$ cat src/rtl/lcv_mul_acc_arb.sv
// lcv_mul_acc_arb: round-robin arbitrated signed multiply-accumulate with per-requester accumulators
module lcv_mul_acc_arb #(
  parameter int NUM_REQ = 4,
  parameter int ID_WIDTH = $clog2(NUM_REQ)
) (
  input  logic                           clk,
  input  logic                           rst,
  input  logic [NUM_REQ-1:0]             req_valid,
  output logic [NUM_REQ-1:0]             req_ready,
  input  logic [NUM_REQ-1:0][15:0]       req_a,
  input  logic [NUM_REQ-1:0][15:0]       req_b,
  input  logic [NUM_REQ-1:0][32:0]       req_c,
  input  logic [NUM_REQ-1:0]             req_acc,
  input  logic [NUM_REQ-1:0]             req_clr,
  output logic                           rsp_valid,
  input  logic                           rsp_ready,
  output logic [32:0]                    rsp_data,
  output logic [ID_WIDTH-1:0]            rsp_id
);
  localparam int PW = $clog2(NUM_REQ);
  logic [PW-1:0] last_q, sel, cand;
  logic [NUM_REQ-1:0] grant;
  logic [NUM_REQ-1:0][32:0] acc_q;
  logic slot_free, accept;
  logic signed [31:0] prod;
  logic [32:0] addend, result;
  // Scan from farthest to nearest so the nearest valid requester after last_q wins.
  always_comb begin
    grant = '0;
    sel = '0;
    cand = '0;
    for (int k = NUM_REQ; k >= 1; k--) begin
      cand = PW'((int'(last_q) + k) % NUM_REQ);
      if (req_valid[cand]) begin
        grant = '0;
        grant[cand] = 1'b1;
        sel = cand;
      end
    end
  end
  assign slot_free = !rsp_valid || rsp_ready;
  assign req_ready = (rst && slot_free) ? grant : '0;
  assign accept = |req_ready;
  assign prod = $signed(req_a[sel]) * $signed(req_b[sel]);
  assign addend = req_clr[sel] ? 33'd0 : req_acc[sel] ? acc_q[sel] : req_c[sel];
  assign result = {prod[31], prod} + addend;
  always_ff @(posedge clk or negedge rst) begin
    if (!rst) begin
      rsp_valid <= 1'b0;
      rsp_data <= '0;
      rsp_id <= '0;
      acc_q <= '0;
      last_q <= PW'(NUM_REQ - 1);
    end else if (accept) begin
      rsp_valid <= 1'b1;
      rsp_data <= result;
      rsp_id <= ID_WIDTH'(sel);
      acc_q[sel] <= result;
      last_q <= sel;
    end else if (rsp_ready) begin
      rsp_valid <= 1'b0;
    end
  end
endmodule
$ cat config.mk
export PLATFORM = sky130hd
export DESIGN_NAME = lcv_mul_acc_arb
export DESIGN_NICKNAME = d
export VERILOG_FILES = /design/src/rtl/lcv_mul_acc_arb.sv
export SDC_FILE = /design/constraint.sdc
export NUM_CORES = 1
export LEC_CHECK = 0
export CAP_MARGIN = 20
export CELL_PAD_IN_SITES_DETAIL_PLACEMENT = 1
export CELL_PAD_IN_SITES_GLOBAL_PLACEMENT = 1
export CORE_MARGIN = 8
export CORE_UTILIZATION = 39
export CTS_BUF_LIST = sky130_fd_sc_hd__clkbuf_4 sky130_fd_sc_hd__clkbuf_8
export CTS_CLUSTER_SIZE = 20
export DETAILED_ROUTE_END_ITERATION = 16
export GPL_ROUTABILITY_DRIVEN = 0
export GPL_TIMING_DRIVEN = 0
export PLACE_DENSITY = 0.78
export RECOVER_POWER = 50
export SLEW_MARGIN = 20
export SYNTH_ARGS = -nofsm -noshare
export SYNTH_HDL_FRONTEND = slang
export SYNTH_SLANG_ARGS = --single-unit
$ cat constraint.sdc
create_clock -name clk -period 10.35 [get_ports clk]
set_input_delay 1.5525 -clock clk [delete_from_list [all_inputs] [get_ports clk]]
set_output_delay 1.5525 -clock clk [all_outputs]
set_load 0.01 [all_outputs]
==> out/qor.json, run 1 <==
{
  "yosys.cell_types.count": {"value": 70},
  "dp.final_hpwl": {"value": 73.4, "unit": "mm"},
  "setup_violations": {"value": 46},
  "critPathSlowestCell": {"value": "sky130_fd_sc_hd__fa_1"},
  "layout.cells.most_common_list": {"value": "sky130_fd_sc_hd__nand2_1 (658), sky130_fd_sc_hd__clkdlybuf4s50_1 (309), sky130_fd_sc_hd__inv_1 (289), sky130_fd_sc_hd__fa_1 (256), sky130_fd_sc_hd__nor2_1 (182)"},
  "cp-end-kind": {"value": "flop"},
  "failed_checks": {"value": "capacitance limit, slew limit, setup timing"},
  "clkSlewWorstSetupHoldPaths": {"value": 0.08, "unit": "ns"},
  "status": {"value": "complete, but fails checks"},
  "achievable-frequency": {"value": 0.0954, "unit": "GHz"},
  "final_worst_clock_skew": {"value": 0.0166, "unit": "ns"},
  "num_io_pins": {"value": 315},
  "postRouteWirelength": {"value": 98.2, "unit": "mm"},
  "cpPeakStageDelay": {"value": 0.57, "unit": "ns"},
  "yosys_warnings": {"value": 0},
  "synth_seq_cells": {"value": 170},
  "final_max_slew_violation_count": {"value": 80},
  "rows": {"value": 86},
  "post-route-min-period": {"value": 10.49, "unit": "ns"},
  "chipWidth": {"value": 251, "unit": "um"},
  "grt_first_pass_wirelength": {"value": 143, "unit": "mm"},
  "met2_length": {"value": 47.9, "unit": "mm"},
  "leading_cell_type_in_the_layout_fill_and_taps_excluded": {"value": "sky130_fd_sc_hd__nand2_1"},
  "worstSkewPairLatency": {"value": 0.49, "unit": "ns"},
  "wl_met1": {"value": 37.7, "unit": "mm"},
  "areaGrowthSynthToFinish": {"value": 35.1, "unit": "%"},
  "syn-cell-area": {"value": 21600, "unit": "um2"},
  "cts.sink_count": {"value": 170},
  "path_common_cell": {"value": "sky130_fd_sc_hd__fa_1"},
  "timing_hold_violations_final": {"value": 0},
  "clock_tree.buffer_depth": {"value": 2},
  "remaining_global_route_overflow": {"value": 0},
  "synth_edf_count": {"value": 0},
  "total_die_area": {"value": 63100, "unit": "um2"},
  "drt_first_pass_iters": {"value": 5},
  "required": {"value": 10.70, "unit": "ns"},
  "synth_cells": {"value": 2624},
  "pin_count_of_the_biggest_net_entering_global_routing": {"value": 93},
  "cts.htree.levels": {"value": 4},
  "top_layer_used": {"value": "met4"},
  "ratio_of_routed_vias_to_standard_cells": {"value": 5.69},
  "global_route.usage.total": {"value": 29.3, "unit": "%"},
  "setup_slack": {"value": -0.135, "unit": "ns"},
  "crit_path_max_fanout": {"value": 8},
  "synthesis.nets": {"value": 3283},
  "synth.yosys.seq_area_share": {"value": 19.7, "unit": "%"},
  "initial_antenna_violation_count": {"value": 4},
  "effective_utilization_at_floorplan": {"value": 39.3, "unit": "%"},
  "cts_tree": {"value": "yes"},
  "ant_nets": {"value": 0},
  "dieHeight": {"value": 251, "unit": "um"},
  "timing.critical_path.from_type": {"value": "input pin"},
  "cts_inserted_buffers": {"value": 17},
  "synth.avg_cell_area": {"value": 8.22, "unit": "um2"},
  "arrival_time_at_the_worst_endpoint": {"value": 10.83, "unit": "ns"},
  "via_count_of_the_first_global_routing_pass": {"value": 23900},
  "drt-wirelength-per-cell": {"value": 25.8, "unit": "um"},
  "post_route_cells_drive_above_1_share": {"value": 19.1, "unit": "%"},
  "unrepaired_setup_endpoints_after_global_routing": {"value": "true"},
  "clk_root_buffer_cell": {"value": "sky130_fd_sc_hd__clkbuf_8"},
  "route.met3.wl": {"value": 6.85, "unit": "mm"},
  "num_vias": {"value": 21600},
  "detailed_router_s_first_iteration_violation_count": {"value": 1472},
  "tightestPinTransition": {"value": 4.58, "unit": "ns"},
  "synthFlopType": {"value": "sky130_fd_sc_hd__dfrtp_1"},
  "portBuffers": {"value": 314},
  "async_flop_share": {"value": 100, "unit": "%"},
  "post-route-util": {"value": 53.1, "unit": "%"},
  "remaining_drc_errors": {"value": 0},
  "fin_crit_sh": {"value": 101, "unit": "%"},
  "area_inside_the_core_boundary": {"value": 54900, "unit": "um2"},
  "critical_path_class": {"value": "input pin to flop"},
  "max_cap_viol_count": {"value": 1},
  "fin_nets": {"value": 3741},
  "max-slew-margin-rel": {"value": -205, "unit": "%"},
  "worst_hold_path_type": {"value": "flop to flop"}
}
-- layout make-up --
class | instances | area (um2)
fill | 6394 | 25800
sequential | 170 | 4260
clock inverter | 12 | 163
clock buffer | 20 | 275
timing repair buffer | 459 | 4440
buffer | 121 | 997
multi-input combinational | 2006 | 16900
inverter | 307 | 1160
tap | 704 | 881
antenna | 1 | 2.50
-- sequential cells by signal (all words and copies together) (netlist names) --
signal,flops
rsp_valid,1
acc_q,132
rsp_id,2
last_q,2
rsp_data,33
-- logic make-up after synthesis --
family,synth area share [%]
compound gates,9.30
xor+xnor,2.50
fa+ha+maj,31.4
buf+inv,8.25
flops,19.7
mux,5.94
simple gates,22.8
-- through the flow --
stage | setup WS (ns) | instance area, um2 | instances | TNS (ns) | hold slack (ns)
finish | -0.135 | 29100 | 3800 | -2.14 | 0.488
detailed placement | -3.55 | 25600 | 3644 | -309.91 | 0.463
CTS | -0.0169 | 27900 | 3752 | -0.0169 | 0.486
floorplan | 0.00158 | 21600 | 2624 | 0 | 0.443
global route | -0.359 | 29100 | 3799 | -14.56 | 0.520
global placement | -3.70 | 25600 | 3642 | -349.78 | 0.455
-- routing by layer --
metal | GRT usage (%) | vias up
li1 | - | 9366
met1 | 35.4 | 11000
met2 | 50.9 | 957
met3 | 4.96 | 286
met4 | 13.1 | 0
met5 | 0 | -
-- worst max-delay path, delay by kind of cell --
kind | cells | cell delay, ns
adder cells (fa/ha/maj) | 8 | 3.66
AO/OA/AOI/OAI | 12 | 2.16
buffers and inverters | 14 | 1.69
AND/OR/NAND/NOR | 7 | 1.02
multiplexers | 1 | 0.48
XOR/XNOR | 1 | 0.21
-- synth_stat cells (33+ instances only) --
cell	count	area, um2
sky130_fd_sc_hd__nand2_1	686	2570
sky130_fd_sc_hd__inv_1	306	1150
sky130_fd_sc_hd__fa_1	263	5270
sky130_fd_sc_hd__nor2_1	188	706
sky130_fd_sc_hd__dfrtp_1	168	4200
sky130_fd_sc_hd__nand3_1	137	686
sky130_fd_sc_hd__ha_1	121	1510
sky130_fd_sc_hd__mux2_2	85	957
sky130_fd_sc_hd__clkbuf_1	80	300
sky130_fd_sc_hd__a21oi_1	59	295
sky130_fd_sc_hd__o21ai_0	53	265
sky130_fd_sc_hd__and3_1	46	288
sky130_fd_sc_hd__xnor2_1	42	368
sky130_fd_sc_hd__a31oi_1	38	238
sky130_fd_sc_hd__a311oi_1	33	289
-- worst paths after layout --
check | startpoint | endpoint | slack (ns) | depth (start not counted)
hold / removal | acc_q[64] | acc_q[64] | 0.49 | 2
setup / recovery | req_valid[3] | acc_q[97] | -0.14 | 43
hold reg to reg | acc_q[64] | acc_q[64] | 0.49 | 2
max in group asynchronous | rst | acc_q[96] | 5.08 | 1
min in group asynchronous | rst | rsp_data[25] | 2.70 | 1
setup reg to reg | last_q[0] | acc_q[97] | -0.07 | 46
-- what timing repair did --
item,4_1_cts,5_1_grt
resized for setup,327,184
buffers inserted,90,52
endpoints found under the setup margin,120,120
gates cloned,2,1
hold buffers,0,0
pin swaps,58,103
Power of run 1 is not shown: default switching activity piles up to over one toggle a cycle in this logic, so the estimate is an artifact.
==> run 2: changes to the inputs <==
--- a/config.mk
+++ b/config.mk
@@ -15,7 +15,7 @@
 export DETAILED_ROUTE_END_ITERATION = 16
 export GPL_ROUTABILITY_DRIVEN = 0
 export GPL_TIMING_DRIVEN = 0
-export PLACE_DENSITY = 0.78
+export PLACE_DENSITY = 0.76
 export RECOVER_POWER = 50
 export SLEW_MARGIN = 20
 export SYNTH_ARGS = -nofsm -noshare
==> run 2 against run 1 <==
First-iteration DRC count increased by 1.0%. Design area down 0.76%. The run still ends with capacitance limit, slew limit, setup timing left. Critical endpoint is now rsp_data[31]. Fmax about the same. Via count shrank 1.3%.
==> out/qor.json, run 2 (synthesis results as in run 1) <==
{
  "n_fill_cell": {"value": 6400, "change": "+0.094%"},
  "post-route-util": {"value": 52.7, "unit": "%", "change": "-0.40 points"},
  "remaining_global_route_overflow": {"value": 0, "change": "unchanged"},
  "cpPeakStageDelay": {"value": 0.56, "unit": "ns", "change": "about the same"},
  "reg2reg_from": {"value": "last_q[0]"},
  "worstSkewPairLatency": {"value": 0.49, "unit": "ns", "change": "about the same"},
  "critical_path_class": {"value": "input pin to flop"},
  "required": {"value": 10.75, "unit": "ns", "change": "+0.05 ns"},
  "rows": {"value": 86, "change": "unchanged"},
  "largest_reg_flops": {"value": 132, "change": "unchanged"},
  "final-seq-area": {"value": 4260, "unit": "um2", "change": "about the same"},
  "placedInstanceArea": {"value": 25600, "unit": "um2", "change": "about the same"},
  "worstSetupEndpoint": {"value": "rsp_data[31]"},
  "remaining_drc_errors": {"value": 0, "change": "unchanged"},
  "global_route.usage.total": {"value": 29.5, "unit": "%", "change": "+0.23 points"},
  "arrival_time_at_the_worst_endpoint": {"value": 10.88, "unit": "ns", "change": "+0.05 ns"},
  "n_antenna_cell": {"value": 0, "change": "-1"},
  "max_cap_viol_count": {"value": 1, "change": "unchanged"},
  "clkSlewWorstSetupHoldPaths": {"value": 0.10, "unit": "ns", "change": "+0.02 ns"},
  "leading_cell_type_in_the_layout_fill_and_taps_excluded": {"value": "sky130_fd_sc_hd__nand2_1"},
  "max_flop_register": {"value": "acc_q"},
  "combined_area_of_the_multi_input_logic_cells": {"value": 16700, "unit": "um2", "change": "-1.4%"},
  "post-route-min-period": {"value": 10.48, "unit": "ns", "change": "-0.00534 ns"},
  "cts.htree.levels": {"value": 4, "change": "unchanged"},
  "critical_path_start": {"value": "req_valid[3]"},
  "top_regs": {"value": "acc_q x132, rsp_data x33"},
  "drt-wirelength-per-cell": {"value": 25.2, "unit": "um", "change": "-2.5%"},
  "critPathSlowestCell": {"value": "sky130_fd_sc_hd__fa_1"},
  "fin_nets": {"value": 3746, "change": "+0.13%"},
  "portBuffers": {"value": 314, "change": "unchanged"},
  "cp-end-kind": {"value": "flop"},
  "layout.cells.most_common_list": {"value": "sky130_fd_sc_hd__nand2_1 (655), sky130_fd_sc_hd__clkdlybuf4s50_1 (309), sky130_fd_sc_hd__inv_1 (295), sky130_fd_sc_hd__fa_1 (257), sky130_fd_sc_hd__nor2_1 (184)"},
  "num_vias": {"value": 21400, "change": "-1.3%"},
  "timing_hold_violations_final": {"value": 0, "change": "unchanged"},
  "status": {"value": "complete, but fails checks"},
  "drt_first_pass_iters": {"value": 5, "change": "unchanged"},
  "worst_hold_path_type": {"value": "flop to flop"},
  "via_count_of_the_first_global_routing_pass": {"value": 23600, "change": "-1.2%"},
  "ratio_of_routed_vias_to_standard_cells": {"value": 5.61, "change": "-1.4%"},
  "total_die_area": {"value": 63100, "unit": "um2", "change": "unchanged"},
  "cts.sink_count": {"value": 170, "change": "unchanged"},
  "dieHeight": {"value": 251, "unit": "um", "change": "unchanged"},
  "chipWidth": {"value": 251, "unit": "um", "change": "unchanged"},
  "clk_root_buffer_cell": {"value": "sky130_fd_sc_hd__clkbuf_8"},
  "initial_antenna_violation_count": {"value": 3, "change": "-1"},
  "dp.final_hpwl": {"value": 73.8, "unit": "mm", "change": "+0.51%"},
  "timing.critical_path.from_type": {"value": "input pin"},
  "final_max_slew_violation_count": {"value": 86, "change": "+7.5%"},
  "worstRegToRegCells": {"value": 40, "change": "-13%"},
  "design_area": {"value": 28900, "unit": "um2", "change": "-0.76%"},
  "area_inside_the_core_boundary": {"value": 54900, "unit": "um2", "change": "unchanged"},
  "postRouteWirelength": {"value": 95.8, "unit": "mm", "change": "-2.4%"},
  "detailed_router_s_first_iteration_violation_count": {"value": 1487, "change": "+1.0%"},
  "pin_count_of_the_biggest_net_entering_global_routing": {"value": 87, "change": "-6.5%"},
  "areaGrowthSynthToFinish": {"value": 34.0, "unit": "%"},
  "ff2ff_setup_slack": {"value": -0.11, "unit": "ns", "change": "-0.04 ns"},
  "cts_inserted_buffers": {"value": 17, "change": "unchanged"},
  "post_route_cells_drive_above_1_share": {"value": 18.3, "unit": "%", "change": "-0.84 points"},
  "cts_tree": {"value": "yes"},
  "fin_crit_sh": {"value": 101, "unit": "%", "change": "about the same"},
  "unrepaired_setup_endpoints_after_global_routing": {"value": "true"},
  "timing.hold.worst.start": {"value": "acc_q[74]"},
  "clock_tree.buffer_depth": {"value": 2, "change": "unchanged"},
  "crit_path_max_fanout": {"value": 9, "change": "+1"},
  "num_io_pins": {"value": 315, "change": "unchanged"},
  "final_worst_clock_skew": {"value": 0.0189, "unit": "ns", "change": "+0.00232 ns"},
  "achievable-frequency": {"value": 0.0954, "unit": "GHz", "change": "about the same"},
  "failed_checks": {"value": "capacitance limit, slew limit, setup timing"},
  "effective_utilization_at_floorplan": {"value": 39.3, "unit": "%", "change": "unchanged"},
  "ant_nets": {"value": 0, "change": "unchanged"},
  "max-slew-margin-rel": {"value": -227, "unit": "%", "change": "-22 points"},
  "setup_slack": {"value": -0.130, "unit": "ns", "change": "+0.00534 ns"},
  "setup_violations": {"value": 50, "change": "+8.7%"},
  "tightestPinTransition": {"value": 4.91, "unit": "ns", "change": "+0.335 ns"},
  "path_common_cell": {"value": "sky130_fd_sc_hd__fa_1"},
  "hold_buffers": {"value": 0, "change": "unchanged"},
  "r2r_end": {"value": "rsp_data[31]"},
  "fin_worst_hold_slack": {"value": 0.488, "unit": "ns", "change": "+0.000391 ns"},
  "grt_first_pass_wirelength": {"value": 143, "unit": "mm", "change": "about the same"}
}
-- run 2: worst min-delay path by stage --
stage / cells past startpoint / to / slack [ns]
after floorplan: 2 / acc_q[98] / 0.44
after global placement: 2 / rsp_data[0] / 0.46
after detailed placement: 2 / acc_q[95] / 0.47
after CTS: 2 / acc_q[74] / 0.49
after global routing: 2 / acc_q[74] / 0.52
final: 2 / acc_q[74] / 0.49
-- run 2: area by class of cell --
cell class | instances | share of cell area [%]
Buffer | 122 | 3.59
Clock buffer | 17 | 0.810
Clock inverter | 15 | 0.485
Inverter | 307 | 4.04
Multi-Input combinational cell | 2006 | 57.8
Sequential cell | 170 | 14.7
Tap cell | 704 | 3.05
Timing Repair Buffer | 463 | 15.5
-- run 2: what timing repair did --
item                       CTS  global route
pin swaps                   71            53
gates cloned                 4             0
gates resized for setup    329           141
setup buffers              102            44
setup endpoints to repair  130           119
-- run 2: per-layer routing --
| metal | vias to the layer above | routed length, um | global-route usage (%) |
|---|---|---|---|
| met3 | 242 | 6550 | 5.70 |
| met5 | - | 0 | 0 |
| li1 | 9375 | - | - |
| met1 | 10900 | 37800 | 35.6 |
| met4 | 0 | 5160 | 14.4 |
| met2 | 856 | 46300 | 50.3 |
-- run 2: critical path: cells and delay by family --
family,cells,cell delay (ns)
adders and majority gates,8,3.55
AOI/OAI and AO/OA,11,2.41
and+or+nand+nor,7,1.44
buffers and inverters,10,1.40
muxes,1,0.49
-- run 2: metrics by stage --
step / setup WS (ns) / cells / setup TNS [ns]
detailed placement: -3.41 / 3643 / -317.89
global route: -0.342 / 3804 / -15.95
finish: -0.130 / 3804 / -3.87
global placement: -3.32 / 3642 / -309.49
CTS: 0.00740 / 3761 / 0
floorplan: 0.00158 / 2624 / 0
Power of run 2 is left out for the same reason.
